**src/rtl/ecc_pkg.sv**
```systemverilog
// Shared SECDED definitions: parity-width helper, codeword bit maps, FSM states
// and default parameter values for secded_ram and its codec.
package ecc_pkg;

  localparam int unsigned DEF_DATA_W = 8;
  localparam int unsigned DEF_DEPTH  = 16;
  localparam int unsigned DEF_CNT_W  = 8;

  typedef enum logic [1:0] {
    IDLE = 2'd0,
    RD   = 2'd1,
    WB   = 2'd2
  } state_t;

  // Number of Hamming check bits: smallest r with 2^r >= data_w + r + 1.
  function automatic int unsigned ecc_p(int unsigned data_w);
    int unsigned r;
    r = 1;
    while ((1 << r) < (data_w + r + 1)) r++;
    return r;
  endfunction

  // Hamming position (1-based, non-power-of-two) that holds data bit j.
  function automatic int unsigned data_pos(int unsigned j);
    int unsigned pos;
    int unsigned cnt;
    pos = 0;
    cnt = 0;
    for (int unsigned i = 1; i < 256; i++) begin
      if ((i & (i - 1)) != 0) begin
        if (cnt == j && pos == 0) pos = i;
        cnt++;
      end
    end
    return pos;
  endfunction

  // Codeword positions covered by check bit k (bit 0 never included).
  function automatic logic [63:0] cw_mask(int unsigned k);
    logic [63:0] m;
    m = '0;
    for (int unsigned i = 1; i < 64; i++)
      if (((i >> k) % 2) == 1) m = m | (64'(1) << i);
    return m;
  endfunction

  // Data bits (by data index) covered by check bit k.
  function automatic logic [63:0] data_mask(int unsigned k, int unsigned data_w);
    logic [63:0] m;
    m = '0;
    for (int unsigned j = 0; j < data_w; j++)
      if (((data_pos(j) >> k) % 2) == 1) m = m | (64'(1) << j);
    return m;
  endfunction

endpackage

```
**src/rtl/secded_ram_if.sv**
```systemverilog
// Request/response bundle between a requester (master) and secded_ram (slave).
// Signals: req_valid/ready/we/addr/wdata, inj_en/inj_mask, rsp_valid/rdata/sec/ded.
interface secded_ram_if import ecc_pkg::*; #(
  parameter int unsigned DATA_W = DEF_DATA_W,
  parameter int unsigned ADDR_W = $clog2(DEF_DEPTH)
);
  localparam int unsigned CW_W = DATA_W + ecc_p(DATA_W) + 1;

  logic              req_valid;
  logic              req_ready;
  logic              req_we;
  logic [ADDR_W-1:0] req_addr;
  logic [DATA_W-1:0] req_wdata;
  logic              inj_en;
  logic [CW_W-1:0]   inj_mask;
  logic              rsp_valid;
  logic [DATA_W-1:0] rsp_rdata;
  logic              rsp_sec;
  logic              rsp_ded;

  modport master (
    output req_valid, req_we, req_addr, req_wdata, inj_en, inj_mask,
    input  req_ready, rsp_valid, rsp_rdata, rsp_sec, rsp_ded
  );

  modport slave (
    input  req_valid, req_we, req_addr, req_wdata, inj_en, inj_mask,
    output req_ready, rsp_valid, rsp_rdata, rsp_sec, rsp_ded
  );
endinterface

```
**src/rtl/secded_codec.sv**
```systemverilog
// Combinational extended-Hamming codec.
// enc_data -> enc_cw_c; dec_cw -> dec_data_c (corrected, raw on DED), dec_sec_c, dec_ded_c.
// Codeword bit 0 is overall parity; bits 1.. are Hamming positions.
module secded_codec import ecc_pkg::*; #(
  parameter  int unsigned DATA_W = DEF_DATA_W,
  localparam int unsigned P      = ecc_p(DATA_W),
  localparam int unsigned CW_W   = DATA_W + P + 1
) (
  input  logic [DATA_W-1:0] enc_data,
  output logic [CW_W-1:0]   enc_cw_c,
  input  logic [CW_W-1:0]   dec_cw,
  output logic [DATA_W-1:0] dec_data_c,
  output logic              dec_sec_c,
  output logic              dec_ded_c
);
  logic [CW_W-1:1] hw;
  logic [P-1:0]    syn;

  // Check bits from data; syndrome bits over the received codeword.
  for (genvar k = 0; k < P; k++) begin : g_chk
    localparam logic [63:0] DM = data_mask(k, DATA_W);
    localparam logic [63:0] CM = cw_mask(k);
    assign hw[2**k] = ^(enc_data & DM[DATA_W-1:0]);
    assign syn[k]   = ^(dec_cw & CM[CW_W-1:0]);
  end

  // Data placement, and extraction with a flip when the syndrome names the position.
  for (genvar j = 0; j < DATA_W; j++) begin : g_data
    localparam int unsigned POS = data_pos(j);
    assign hw[POS]       = enc_data[j];
    assign dec_data_c[j] = dec_cw[POS] ^ (dec_sec_c && (syn == P'(POS)));
  end

  assign enc_cw_c = {hw, ^hw};

  // Odd overall parity means a single error (syn = 0: parity bit itself).
  assign dec_sec_c = ^dec_cw;
  assign dec_ded_c = !dec_sec_c && (syn != '0);
endmodule

```
**src/rtl/secded_ram.sv**
```systemverilog
// SECDED-protected single-port RAM with scrub-on-correct writeback.
// Ports: clk, rst_n, bus (secded_ram_if.slave), sec_cnt / ded_cnt saturating counters.
module secded_ram import ecc_pkg::*; #(
  parameter int unsigned DATA_W = DEF_DATA_W,
  parameter int unsigned DEPTH  = DEF_DEPTH,
  parameter int unsigned ADDR_W = $clog2(DEPTH),
  parameter int unsigned CNT_W  = DEF_CNT_W
) (
  input  logic             clk,
  input  logic             rst_n,
  secded_ram_if.slave      bus,
  output logic [CNT_W-1:0] sec_cnt,
  output logic [CNT_W-1:0] ded_cnt
);
  localparam int unsigned P    = ecc_p(DATA_W);
  localparam int unsigned CW_W = DATA_W + P + 1;

  state_t            state_q, state_d;
  logic [CW_W-1:0]   mem [DEPTH];
  logic [CW_W-1:0]   rd_cw_q;
  logic [ADDR_W-1:0] addr_q;
  logic [DATA_W-1:0] wb_data_q;
  logic              req_ready_q, rsp_valid_q, rsp_sec_q, rsp_ded_q;
  logic [DATA_W-1:0] rsp_rdata_q;
  logic [CNT_W-1:0]  sec_cnt_q, ded_cnt_q;

  logic              rd_c, mem_we_c;
  logic [ADDR_W-1:0] mem_waddr_c;
  logic [DATA_W-1:0] enc_data_c, dec_data_c;
  logic [CW_W-1:0]   enc_cw_c, mem_wdata_c;
  logic              dec_sec_c, dec_ded_c;
  logic [DATA_W-1:0] unused_dec_data_c;
  logic              unused_dec_sec_c, unused_dec_ded_c;
  logic [CW_W-1:0]   unused_enc_cw_c;

  secded_codec #(.DATA_W(DATA_W)) u_enc (
    .enc_data   (enc_data_c),
    .enc_cw_c   (enc_cw_c),
    .dec_cw     ('0),
    .dec_data_c (unused_dec_data_c),
    .dec_sec_c  (unused_dec_sec_c),
    .dec_ded_c  (unused_dec_ded_c)
  );

  secded_codec #(.DATA_W(DATA_W)) u_dec (
    .enc_data   ('0),
    .enc_cw_c   (unused_enc_cw_c),
    .dec_cw     (rd_cw_q),
    .dec_data_c (dec_data_c),
    .dec_sec_c  (dec_sec_c),
    .dec_ded_c  (dec_ded_c)
  );

  // State register.
  always_ff @(posedge clk or negedge rst_n) begin
    if (!rst_n) state_q <= IDLE;
    else        state_q <= state_d;
  end

  // Next state and array write-port steering (bus write in IDLE, scrub in WB).
  always_comb begin
    state_d     = state_q;
    rd_c        = 1'b0;
    mem_we_c    = 1'b0;
    mem_waddr_c = bus.req_addr;
    enc_data_c  = bus.req_wdata;
    mem_wdata_c = enc_cw_c;
    unique case (state_q)
      IDLE: begin
        rd_c     = bus.req_valid && !bus.req_we;
        mem_we_c = bus.req_valid && bus.req_we;
        if (bus.inj_en) mem_wdata_c = enc_cw_c ^ bus.inj_mask;
        if (rd_c) state_d = RD;
      end
      RD: state_d = dec_sec_c ? WB : IDLE;
      WB: begin
        state_d     = IDLE;
        mem_we_c    = 1'b1;
        mem_waddr_c = addr_q;
        enc_data_c  = wb_data_q;
      end
      default: state_d = IDLE;
    endcase
  end

  // Storage array with registered read port; deliberately not reset.
  always_ff @(posedge clk) begin
    if (mem_we_c) mem[mem_waddr_c] <= mem_wdata_c;
    if (rd_c)     rd_cw_q <= mem[bus.req_addr];
  end

  // Response, writeback data and counters.
  always_ff @(posedge clk or negedge rst_n) begin
    if (!rst_n) begin
      req_ready_q <= 1'b1;
      rsp_valid_q <= 1'b0;
      rsp_sec_q   <= 1'b0;
      rsp_ded_q   <= 1'b0;
      rsp_rdata_q <= '0;
      addr_q      <= '0;
      wb_data_q   <= '0;
      sec_cnt_q   <= '0;
      ded_cnt_q   <= '0;
    end else begin
      req_ready_q <= (state_d == IDLE);
      rsp_valid_q <= (state_q == RD);
      rsp_sec_q   <= (state_q == RD) && dec_sec_c;
      rsp_ded_q   <= (state_q == RD) && dec_ded_c;
      if (rd_c) addr_q <= bus.req_addr;
      if (state_q == RD) begin
        rsp_rdata_q <= dec_data_c;
        wb_data_q   <= dec_data_c;
        if (dec_sec_c && sec_cnt_q != '1) sec_cnt_q <= sec_cnt_q + CNT_W'(1);
        if (dec_ded_c && ded_cnt_q != '1) ded_cnt_q <= ded_cnt_q + CNT_W'(1);
      end
    end
  end

  assign bus.req_ready = req_ready_q;
  assign bus.rsp_valid = rsp_valid_q;
  assign bus.rsp_rdata = rsp_rdata_q;
  assign bus.rsp_sec   = rsp_sec_q;
  assign bus.rsp_ded   = rsp_ded_q;
  assign sec_cnt       = sec_cnt_q;
  assign ded_cnt       = ded_cnt_q;
endmodule

```
**src/flat_wrapper.sv**
```systemverilog
// flat-port wrapper written by rule: the top's interface ports become plain ports
module secded_ram_flat import ecc_pkg::*;
#(
  parameter int unsigned DATA_W = DEF_DATA_W,
  parameter int unsigned DEPTH  = DEF_DEPTH,
  parameter int unsigned ADDR_W = $clog2(DEPTH),
  parameter int unsigned CNT_W  = DEF_CNT_W
)
  (clk, rst_n, sec_cnt, ded_cnt, bus_req_valid, bus_req_we, bus_req_addr, bus_req_wdata, bus_inj_en, bus_inj_mask, bus_req_ready, bus_rsp_valid, bus_rsp_rdata, bus_rsp_sec, bus_rsp_ded);
  secded_ram_if #(.DATA_W(DATA_W), .ADDR_W(ADDR_W)) bus_i ();
  input  logic clk;
  input  logic rst_n;
  output logic [CNT_W-1:0] sec_cnt;
  output logic [CNT_W-1:0] ded_cnt;
  input wire logic [$bits(bus_i.req_valid)-1:0] bus_req_valid;
  input wire logic [$bits(bus_i.req_we)-1:0] bus_req_we;
  input wire logic [$bits(bus_i.req_addr)-1:0] bus_req_addr;
  input wire logic [$bits(bus_i.req_wdata)-1:0] bus_req_wdata;
  input wire logic [$bits(bus_i.inj_en)-1:0] bus_inj_en;
  input wire logic [$bits(bus_i.inj_mask)-1:0] bus_inj_mask;
  output wire logic [$bits(bus_i.req_ready)-1:0] bus_req_ready;
  output wire logic [$bits(bus_i.rsp_valid)-1:0] bus_rsp_valid;
  output wire logic [$bits(bus_i.rsp_rdata)-1:0] bus_rsp_rdata;
  output wire logic [$bits(bus_i.rsp_sec)-1:0] bus_rsp_sec;
  output wire logic [$bits(bus_i.rsp_ded)-1:0] bus_rsp_ded;
  assign bus_i.req_valid = bus_req_valid;
  assign bus_i.req_we = bus_req_we;
  assign bus_i.req_addr = bus_req_addr;
  assign bus_i.req_wdata = bus_req_wdata;
  assign bus_i.inj_en = bus_inj_en;
  assign bus_i.inj_mask = bus_inj_mask;
  assign bus_req_ready = bus_i.req_ready;
  assign bus_rsp_valid = bus_i.rsp_valid;
  assign bus_rsp_rdata = bus_i.rsp_rdata;
  assign bus_rsp_sec = bus_i.rsp_sec;
  assign bus_rsp_ded = bus_i.rsp_ded;
  secded_ram #(.DATA_W(DATA_W), .DEPTH(DEPTH), .ADDR_W(ADDR_W), .CNT_W(CNT_W)) u_core (.clk(clk), .rst_n(rst_n), .bus(bus_i), .sec_cnt(sec_cnt), .ded_cnt(ded_cnt));
endmodule
```
**config.mk**
```make
export PLATFORM = sky130hd
export DESIGN_NAME = secded_ram_flat
export DESIGN_NICKNAME = d
export VERILOG_FILES = /design/src/rtl/ecc_pkg.sv /design/src/rtl/secded_ram_if.sv /design/src/rtl/secded_codec.sv /design/src/rtl/secded_ram.sv /design/src/flat_wrapper.sv
export SDC_FILE = /design/constraint.sdc
export NUM_CORES = 1
export LEC_CHECK = 0
export BUFFER_PORTS_ARGS = -buffer_cell sky130_fd_sc_hd__buf_4
export CAP_MARGIN = 20
export CELL_PAD_IN_SITES_DETAIL_PLACEMENT = 0
export CELL_PAD_IN_SITES_GLOBAL_PLACEMENT = 2
export CORE_ASPECT_RATIO = 0.6
export CORE_MARGIN = 2
export CORE_UTILIZATION = 50
export CTS_CLUSTER_DIAMETER = 80
export CTS_CLUSTER_SIZE = 30
export DETAILED_ROUTE_END_ITERATION = 16
export PLACE_DENSITY = 0.93
export SLEW_MARGIN = 20
export SYNTH_ARGS = -nofsm -noshare
export SYNTH_HDL_FRONTEND = slang
export SYNTH_HIERARCHICAL = 1
export SYNTH_SLANG_ARGS = --single-unit
export TNS_END_PERCENT = 10
```
**constraint.sdc**
```tcl
create_clock -name clk -period 9.4 [get_ports clk]
set_clock_uncertainty 0.2 [all_clocks]
set_input_delay 0 -clock clk [delete_from_list [all_inputs] [get_ports clk]]
set_output_delay 0 -clock clk [all_outputs]
set_load 0.05 [all_outputs]
```
# After elaboration in Yosys (flattened, before gate mapping)
# Memories as Yosys holds them, arrays and structs flattened. A register that Yosys moved wholly into a read port is not among the register bits.
# Index checks and enable logic that the tools add are counted.
# totals
ff_bits	34
ramBits	208
input_bits	30
out_inout_bits	28
word_cells	76
memories	1
# op_classes
add_sub_neg	2
eq_ne	12
mux	11
bitwise	9
n_reduce_logical	32
# memory_table
memory	depth	word_bits	read_ports	rd_clocked_by_memory_dff	write_ports	line_no	text
u_core.mem	16	13	1	1	1	secded_ram.sv:19	logic [CW_W-1:0] mem [DEPTH];
# op_table
cell	n
parity 13 bit	5
parity 8 bit	4
2-to-1 mux 13 bit	2
adder 8 x 1 -> 8 bit, second input constant	2
== test 4 bit, second input constant	4
!= test 8 bit, second input constant	2
logical AND 1 bit	15
bitwise XOR 13 bit	1
== test 4 x 3 -> 1 bit, second input constant	3
parity 12 bit	1
2-to-1 mux 8 bit	1
bitwise XOR 1 bit	8
== test 4 x 2 -> 1 bit, second input constant	1
zero test 2 bit	2
2-to-1 mux 2 bit	2
2-to-1 mux 4 bit	1
case mux 2 bit (2 select lines)	1
AND reduction 2 bit	2
nonzero test 4 bit	1
2-to-1 mux 1 bit	3
== test 2 x 1 -> 1 bit, second input constant	1
== test 2 bit, second input constant	1
zero test 1 bit	2
case mux 1 bit (2 select lines)	1

# Logic depth before layout (Yosys ltp)
# Gate-level depths: netlist of run 1.
# depth
ltp_word	7
depth_mapped	10
ltp_nobuf	9

# Cells and area by module
# The synthesis of run 1 kept the hierarchy.
# by_module_without_submodules
module	instances	cells_each	area_each_um2	seq_area_each_um2
secded_ram	1	514	10147.2	7488.4
secded_codec	2	74	678.2	0.0

# Worst setup path after synthesis of run 1
# No wires, ideal clock.
# synth_timing
path_kind	flip-flop to flip-flop
from	reg u_core.state_q[0]
to	mem u_core/mem[0][0] in the netlist's numbering, data pin
setup_time_ps	297
t_arrival_ps	2702
t_required_ps	8903
setup_slack_ps	6201
stages_incl_launch_ff	11
n_path_buf	3
period_less_slack_ps	3199
path_cell_list	dfrtp_1 > buf_2 > nand2b_1 > buf_2 > buf_2 > mux2_1 > xnor2_1 > xor2_1 > xor2_1 > xnor2_1 > xnor2_1
# synth_via
elab_chain_cells	7
elab_cells_between_ends	11
classes_between	eq/ne (1); mux (3); bitwise (1); reduce/logical (6)
# synth_rtl
element	line_no	text
start: declaration	secded_ram.sv:18	state_t state_q, state_d;
start signal: assignment	secded_ram.sv:57	else state_q <= state_d;
== test 2 bit (*)	secded_ram.sv:68	unique case (state_q)
2-to-1 mux 8 bit (*)	secded_ram.sv:68	
net u_core.enc_data_c[3]	secded_ram.sv:29	logic [DATA_W-1:0] enc_data_c, dec_data_c;
parity 8 bit	secded_codec.sv:23	assign hw[2**k] = ^(enc_data & DM[DATA_W-1:0]);
parity 12 bit (*)	secded_codec.sv:34	assign enc_cw_c = {hw, ^hw};
net u_core.enc_cw_c[0]	secded_ram.sv:30	logic [CW_W-1:0] enc_cw_c, mem_wdata_c;
bitwise XOR 13 bit	secded_ram.sv:72	if (bus.inj_en) mem_wdata_c = enc_cw_c ^ bus.inj_mask;
2-to-1 mux 13 bit	secded_ram.sv:72	
2-to-1 mux 13 bit (*)	secded_ram.sv:68	
net u_core.mem_wdata_c[0]	secded_ram.sv:30	
end: declaration	secded_ram.sv:19	
# Mark *: on every way through the listed nets, which the timed path passes. The rest lies on a longest branch.

# Worst setup path in the final report of run 1
# layout_timing
from	reg u_core.state_q[0]
to	mem u_core/mem[9][0] in the netlist's numbering, data pin
# layout_via
elab_chain_cells	7
elab_cells_between_ends	11
classes_between	eq/ne (1); mux (3); bitwise (1); reduce/logical (6)
# layout_rtl
element	line_no
== test 2 bit (*)	secded_ram.sv:68
2-to-1 mux 8 bit (*)	secded_ram.sv:68
net u_core.enc_data_c[0]	secded_ram.sv:29
parity 8 bit (*)	secded_codec.sv:23
net u_core.enc_cw_c[1]	secded_ram.sv:30
parity 12 bit (*)	secded_codec.sv:34
net u_core.enc_cw_c[0]	secded_ram.sv:30
bitwise XOR 13 bit	secded_ram.sv:72
2-to-1 mux 13 bit	secded_ram.sv:72
2-to-1 mux 13 bit (*)	secded_ram.sv:68
net u_core.mem_wdata_c[0]	secded_ram.sv:30
# Marked as above.

==> results of run 1 <==
final cells by class:
| cell class | count | area share |
|---|---|---|
| Clock buffer | 14 | 0.0255 |
| Tap cell | 279 | 0.0289 |
| Inverter | 5 | 0.00155 |
| Clock inverter | 2 | 0.00269 |
| Timing Repair Buffer | 74 | 0.0503 |
| Sequential cell | 255 | 0.620 |
| Multi-Input combinational cell | 293 | 0.271 |
placed cells by master (no fill, tap or decap), drive strengths merged, types with 3 or more instances in the layout:
cell type / count
buf: 61
a22oi: 5
xor2: 13
nor3b: 5
nor3: 5
mux2: 23
o211ai: 7
and3: 6
mux2i: 21
dlygate4sd3: 13
o21ai: 6
clkbuf: 14
a221oi: 10
nor2: 22
edfxtp: 221
nand4: 4
nand2: 30
a31oi: 5
nand3: 3
and3b: 4
xnor2: 51
mux4: 50
dfrtp: 33
inv: 6
registers in the layout, summed over array words and instances (netlist names):
name                  cells
u_core/addr_q             4
u_core/bus.req_ready      1
u_core/bus.rsp_ded        1
u_core/bus.rsp_rdata      8
u_core/bus.rsp_sec        1
u_core/bus.rsp_valid      1
u_core/ded_cnt            8
u_core/mem              208
u_core/rd_cw_q           13
u_core/sec_cnt            8
u_core/state_q            2
routing by layer:
| metal | routed length (um) | global-route usage |
|---|---|---|
| met5 | 0 | 0 |
| met3 | 2030 | 0.0458 |
| met4 | 486 | 0.0469 |
| met1 | 11300 | 0.334 |
| met2 | 10300 | 0.302 |
how the worst max path moves through the flow:
| stage | startpoint | endpoint | slack, ns | cells past startpoint |
|---|---|---|---|---|
| 2_1_floorplan | u_core/state_q[0] | u_core/mem[0][0] | 6.20 | 10 |
| 3_3_place_gp | u_core/state_q[0] | u_core/mem[12][0] | 5.69 | 7 |
| 3_5_place_dp | u_core/state_q[0] | u_core/mem[14][0] | 5.46 | 7 |
| 4_1_cts | u_core/state_q[1] | u_core/mem[9][0] | 5.40 | 7 |
| 5_1_grt | u_core/state_q[1] | u_core/mem[9][0] | 5.46 | 7 |
| 6_report | u_core/state_q[0] | u_core/mem[9][0] | 5.63 | 7 |
worst max-delay path, cell delays in order (launching register included):
cell,delay (ns)
dfrtp_1,0.57
nand2b_1,0.68
mux2_1,0.51
xnor2_1,0.25
xnor2_1,0.13
xnor2_1,0.37
xnor2_1,0.21
xnor2_2,0.57
power groups by stage:
stage	combinational (mW)	clock (mW)	sequential (mW)
after floorplan	0.398	0	1.69
after global placement	0.704	0	1.59
after detailed placement	0.740	0	1.59
after CTS	0.748	0.597	1.57
after global routing	0.838	0.639	1.58
final	0.793	0.585	1.57
stage by stage:
| stage | total power [mW] | instances |
|---|---|---|
| 4_1_cts | 2.91 | 916 |
| 2_1_floorplan | 2.09 | 587 |
| 3_3_place_gp | 2.29 | 891 |
| 5_1_grt | 3.05 | 922 |
| 3_5_place_dp | 2.33 | 892 |
| 6_report | 2.94 | 922 |
==> run_results.csv, run 1 <==
group,metric,value,unit
global_route,grt_max_degree,49,
timing,tightest_slew,1.12,ns
route,vias,5578,
pwr,power.leakage,4.17,nW
die,io_pins,58,
clock_network,post-cts-setup-buffers,0,
timing,hold_violations,23,
route,drtAntennaViolNets,0,
critical_path,path_class,"flop to flop",
clock_network,tritoncts,"built",
die,dieArea,0.0229,sq mm
pwr,internal_power,2.00,mW
timing,relSlewSlack,0.249,
run_status,outcome,"finished, violations left",
worst_hold_path,holdPathStages,3,
worst_hold_path,holdCritPathClass,"primary input to flop",
clock_network,clk_latency,0.51,ns
global_route,grt-ovfl-total,0,
worst_hold_path,worstHoldStart,"bus_inj_mask[7]",
clock_network,cts_max_level,1,
yosys,avgSynthCellArea,18.4,sq um
yosys,netlist_instances,587,
worst_hold_path,hold_end,"u_core/mem[2][7]",
die,rows,41,
placed_design,dpl.hpwl,15100,um
layout,syn2layout_area_growth,11.6,%
global_route,grt_first_pass_wirelength,35500,um
layout,nFillCells,1591,
pwr,pwr-share-clk,0.199,
placed_design,place_congestion,0.912,
layout,multi_input_area,0.00328,sq mm
pwr,switchingPower,0.948,mW
timing,fin_ws,5.63,ns
critical_path,worstPathArrival,3.78,ns
critical_path,r2r-start,"u_core/state_q[0]",
global_route,grt_pass1_vias,5491,
pwr,powerDensity,244,mW/mm^2
timing,tns,0,ns
placed_design,place.port_buffers,57,
layout,diodes,0,
critical_path,required,9.41,ns
pwr,sw_frac_of_total,0.322,
die,die_h,118,um
placed_design,place_ws,5.46,ns
layout,utilization,0.572,
route,finalWirelength,24200,um
flow_run,cap_violations,0,
pwr,ir_drop,0.165,mV
timing,timing.final.crit_share,0.401,
yosys,synth_area,0.0108,sq mm
route,drcViolationCount,0,
global_route,antenna_found_initial,0,
die,start_util,0.512,
clock_network,root_buffer,"clkbuf_16",
route,detail_route.first_pass.iterations,5,
run_status,violations,"hold timing",
pwr,p_seq_frac,0.532,
route,routedWlPerCell,26.2,um
critical_path,worstReg2RegEnd,"u_core/mem[9][0]",
yosys,yosysWarnings,6,
clock_network,cts-resized-gates,0,
clock_network,numCtsBuffers,12,
global_route,globalRouteTotalUtil,0.211,
timing,period_minus_slack,3.77,ns
clock_network,clk_pin_slew_worst_paths,0.12,ns
die,die_width,194,um
layout,nets,673,
route,vias_per_cell,6.05,
layout,drive_gt1_frac,0.261,
critical_path,rrSetupSlack,5.63,ns
timing,setup_viol,0,
timing,whs,-0.00475,ns
route,drtIter0Drc,523,
yosys,synth_fp_nets,619,
timing,clock.fmax,266,MHz
layout,regArea,0.00749,sq mm
pwr,combPwrFrac,0.269,
die,core_region_area,0.0211,sq mm
layout,final_design_area_no_fill,0.0121,sq mm
timing,rsz0062_at_grt,"false",
critical_path,cp_max_fo,18,
critical_path,start_kind,"flop",
clock_network,cts_sinks,255,
critical_path,cp-end-kind,"flop",
clock_network,ctsHoldBuffers,8,
timing,drv_slew,0,
clock_network,cts_buffer_depth,3,
placed_design,place_area,0.0115,sq mm
critical_path,rr_worst_depth,7,
Note: power is estimated with default switching activity, not from simulation.
==> run 2, diff against run 1 <==
--- a/config.mk
+++ b/config.mk
@@ -11,11 +11,11 @@
 export CELL_PAD_IN_SITES_GLOBAL_PLACEMENT = 2
 export CORE_ASPECT_RATIO = 0.6
 export CORE_MARGIN = 2
-export CORE_UTILIZATION = 50
+export CORE_UTILIZATION = 47
 export CTS_CLUSTER_DIAMETER = 80
 export CTS_CLUSTER_SIZE = 30
 export DETAILED_ROUTE_END_ITERATION = 16
-export PLACE_DENSITY = 0.93
+export PLACE_DENSITY = 0.88
 export SLEW_MARGIN = 20
 export SYNTH_ARGS = -nofsm -noshare
 export SYNTH_HDL_FRONTEND = slang
==> constraint.sdc (replaced) <==
create_clock -name clk -period 3.9 [get_ports clk]
set_clock_uncertainty 0.2 [all_clocks]
set_input_delay 0 -clock clk [delete_from_list [all_inputs] [get_ports clk]]
set_output_delay 0 -clock clk [all_outputs]
set_load 0.05 [all_outputs]
==> run_results.csv, run 2 (synthesis results as in run 1) <==
group,metric,value,unit
pwr,powerDensity,580,mW/mm^2
critical_path,cp_max_fo,16,
critical_path,r2r-start,"u_core/state_q[0]",
worst_hold_path,holdCritPathClass,"primary input to flop",
clock_network,root_buffer,"clkbuf_16",
layout,nets,699,
placed_design,place_congestion,0.851,
layout,diodes,0,
route,drtAntennaViolNets,0,
timing,setup_viol,0,
critical_path,cp-end-kind,"flop",
run_status,outcome,"finished, violations left",
critical_path,cp-startpoint,"u_core/state_q[0]",
critical_path,rrSetupSlack,0.42,ns
layout,drive_gt1_frac,0.256,
die,die_h,122,um
clock_network,clk_pin_slew_worst_paths,0.12,ns
placed_design,place.port_buffers,57,
clock_network,numCtsBuffers,12,
clock_network,tritoncts,"built",
timing,hold_violations,38,
pwr,power.leakage,4.28,nW
die,rows,42,
timing,fin_ws,0.422,ns
global_route,globalRouteTotalUtil,0.206,
global_route,grt-ovfl-total,0,
route,drcViolationCount,0,
timing,relSlewSlack,0.375,
critical_path,rr_worst_depth,7,
die,core_region_area,0.0223,sq mm
timing,whs,-0.0223,ns
route,detail_route.first_pass.iterations,5,
timing,rsz0062_at_grt,"false",
timing,clock.fmax,288,MHz
timing,timing.final.crit_share,0.892,
critical_path,path_class,"flop to flop",
layout,largest_reg_flops,208,
die,io_pins,58,
global_route,antenna_found_initial,1,
worst_hold_path,holdPathStages,3,
critical_path,worstReg2RegEnd,"u_core/mem[15][0]",
die,start_util,0.485,
clock_network,cts_max_level,1,
layout,layout.cells.most_common_list,"221 x edfxtp_1, 82 x buf_4, 42 x mux4_2",
route,routedWlPerCell,24.8,um
layout,syn2layout_area_growth,13.1,%
pwr,ir_drop,0.399,mV
clock_network,cts_buffer_depth,3,
flow_run,cap_violations,0,
route,vias_per_cell,5.76,
layout,regMostFlops,"u_core/mem",
clock_network,cts_sinks,255,
placed_design,place_ws,0.128,ns
critical_path,required,3.91,ns
clock_network,clk_latency,0.49,ns
timing,drv_slew,0,
global_route,grt_pass1_vias,5521,
global_route,grt_first_pass_wirelength,35500,um
route,finalWirelength,24300,um
timing,tns,0,ns
global_route,grt_max_degree,49,
placed_design,dpl.hpwl,15500,um
timing,tightest_slew,0.935,ns
die,die_width,200,um
route,drtIter0Drc,496,
layout,final_common_cell,"edfxtp_1",
layout,top_regs,"u_core/mem: 208 flops, u_core/rd_cw_q: 13 flops",
critical_path,worstPathArrival,3.49,ns
critical_path,start_kind,"flop",
route,vias,5643,
critical_path,crit_end,"u_core/mem[15][0]",
run_status,violations,"hold timing",
die,dieArea,0.0243,sq mm
timing,period_minus_slack,3.48,ns
-- run 2: changes by cell type in the layout (fill, tap and decap cells not counted), sizes merged --
cell | before | now
buf | 61 | 84
clkbuf | 14 | 16
clkinv | 1 | 0
dlygate4sd3 | 13 | 16
inv | 6 | 7
-- run 2: through the flow --
step | hold slack (ns) | instance area (sq um) | power, mW | cells | utilization
floorplan | -0.496 | 10800 | 5.04 | 587 | -
global placement | -0.230 | 11600 | 5.55 | 944 | 0.521
detailed placement | -0.218 | 11600 | 5.65 | 944 | 0.521
CTS | 0.0109 | 12100 | 7.08 | 973 | 0.542
global route | 0.0121 | 12200 | 7.40 | 979 | 0.548
finish | -0.0223 | 12200 | 7.10 | 979 | 0.548
-- run 2: critical path, cell delays in order, from the launching register on --
cell and delay, ns:
dfrtp_1 0.57, nand2b_1 0.46, mux2_1 0.45, xnor2_1 0.33, xor2_1 0.29, xor2_1 0.20
xnor2_1 0.12, xnor2_2 0.56
-- run 2: what timing repair did --
item,in CTS,in global routing
hold endpoints to repair,114,69
endpoints found under the setup margin,0,16
resized for setup,0,1
hold buffers,11,6
buffers inserted,0,0
-- run 2: worst min-delay path by stage --
stage	from	endpoint	slack [ns]
global placement	rst_n	u_core/bus.rsp_rdata[5]	-0.23
CTS	bus_inj_mask[10]	u_core/mem[13][10]	0.01
global route	bus_inj_mask[8]	u_core/mem[10][8]	0.01
floorplan	rst_n	u_core/addr_q[0]	-0.50
finish	bus_inj_mask[2]	u_core/mem[12][2]	-0.02
detailed placement	rst_n	u_core/bus.rsp_rdata[5]	-0.22
-- run 2: cell type report --
type / instances / area [sq um]
inverters: 5 / 18.8
multi-input cells: 293 / 3180
clock inverters: 2 / 17.5
fillers: 1707 / 10100
clock buffers: 16 / 337
repair buffers: 100 / 816
flip-flops and latches: 255 / 7490
well taps: 308 / 385
-- run 2: where the power goes --
| group | internal (mW) | switching (mW) | total, mW |
|---|---|---|---|
| Sequential | 3.60 | 0.173 | 3.77 |
| Combinational | 0.645 | 1.25 | 1.89 |
| Clock | 0.625 | 0.812 | 1.44 |
| Total | 4.87 | 2.23 | 7.10 |
-- run 2: routing by layer --
layer	up-vias	track usage	wire length [um]
li1	2453	-	-
met1	2932	0.325	11000
met2	235	0.303	10800
met3	23	0.0368	2030
met4	0	0.0398	364
met5	-	0	0
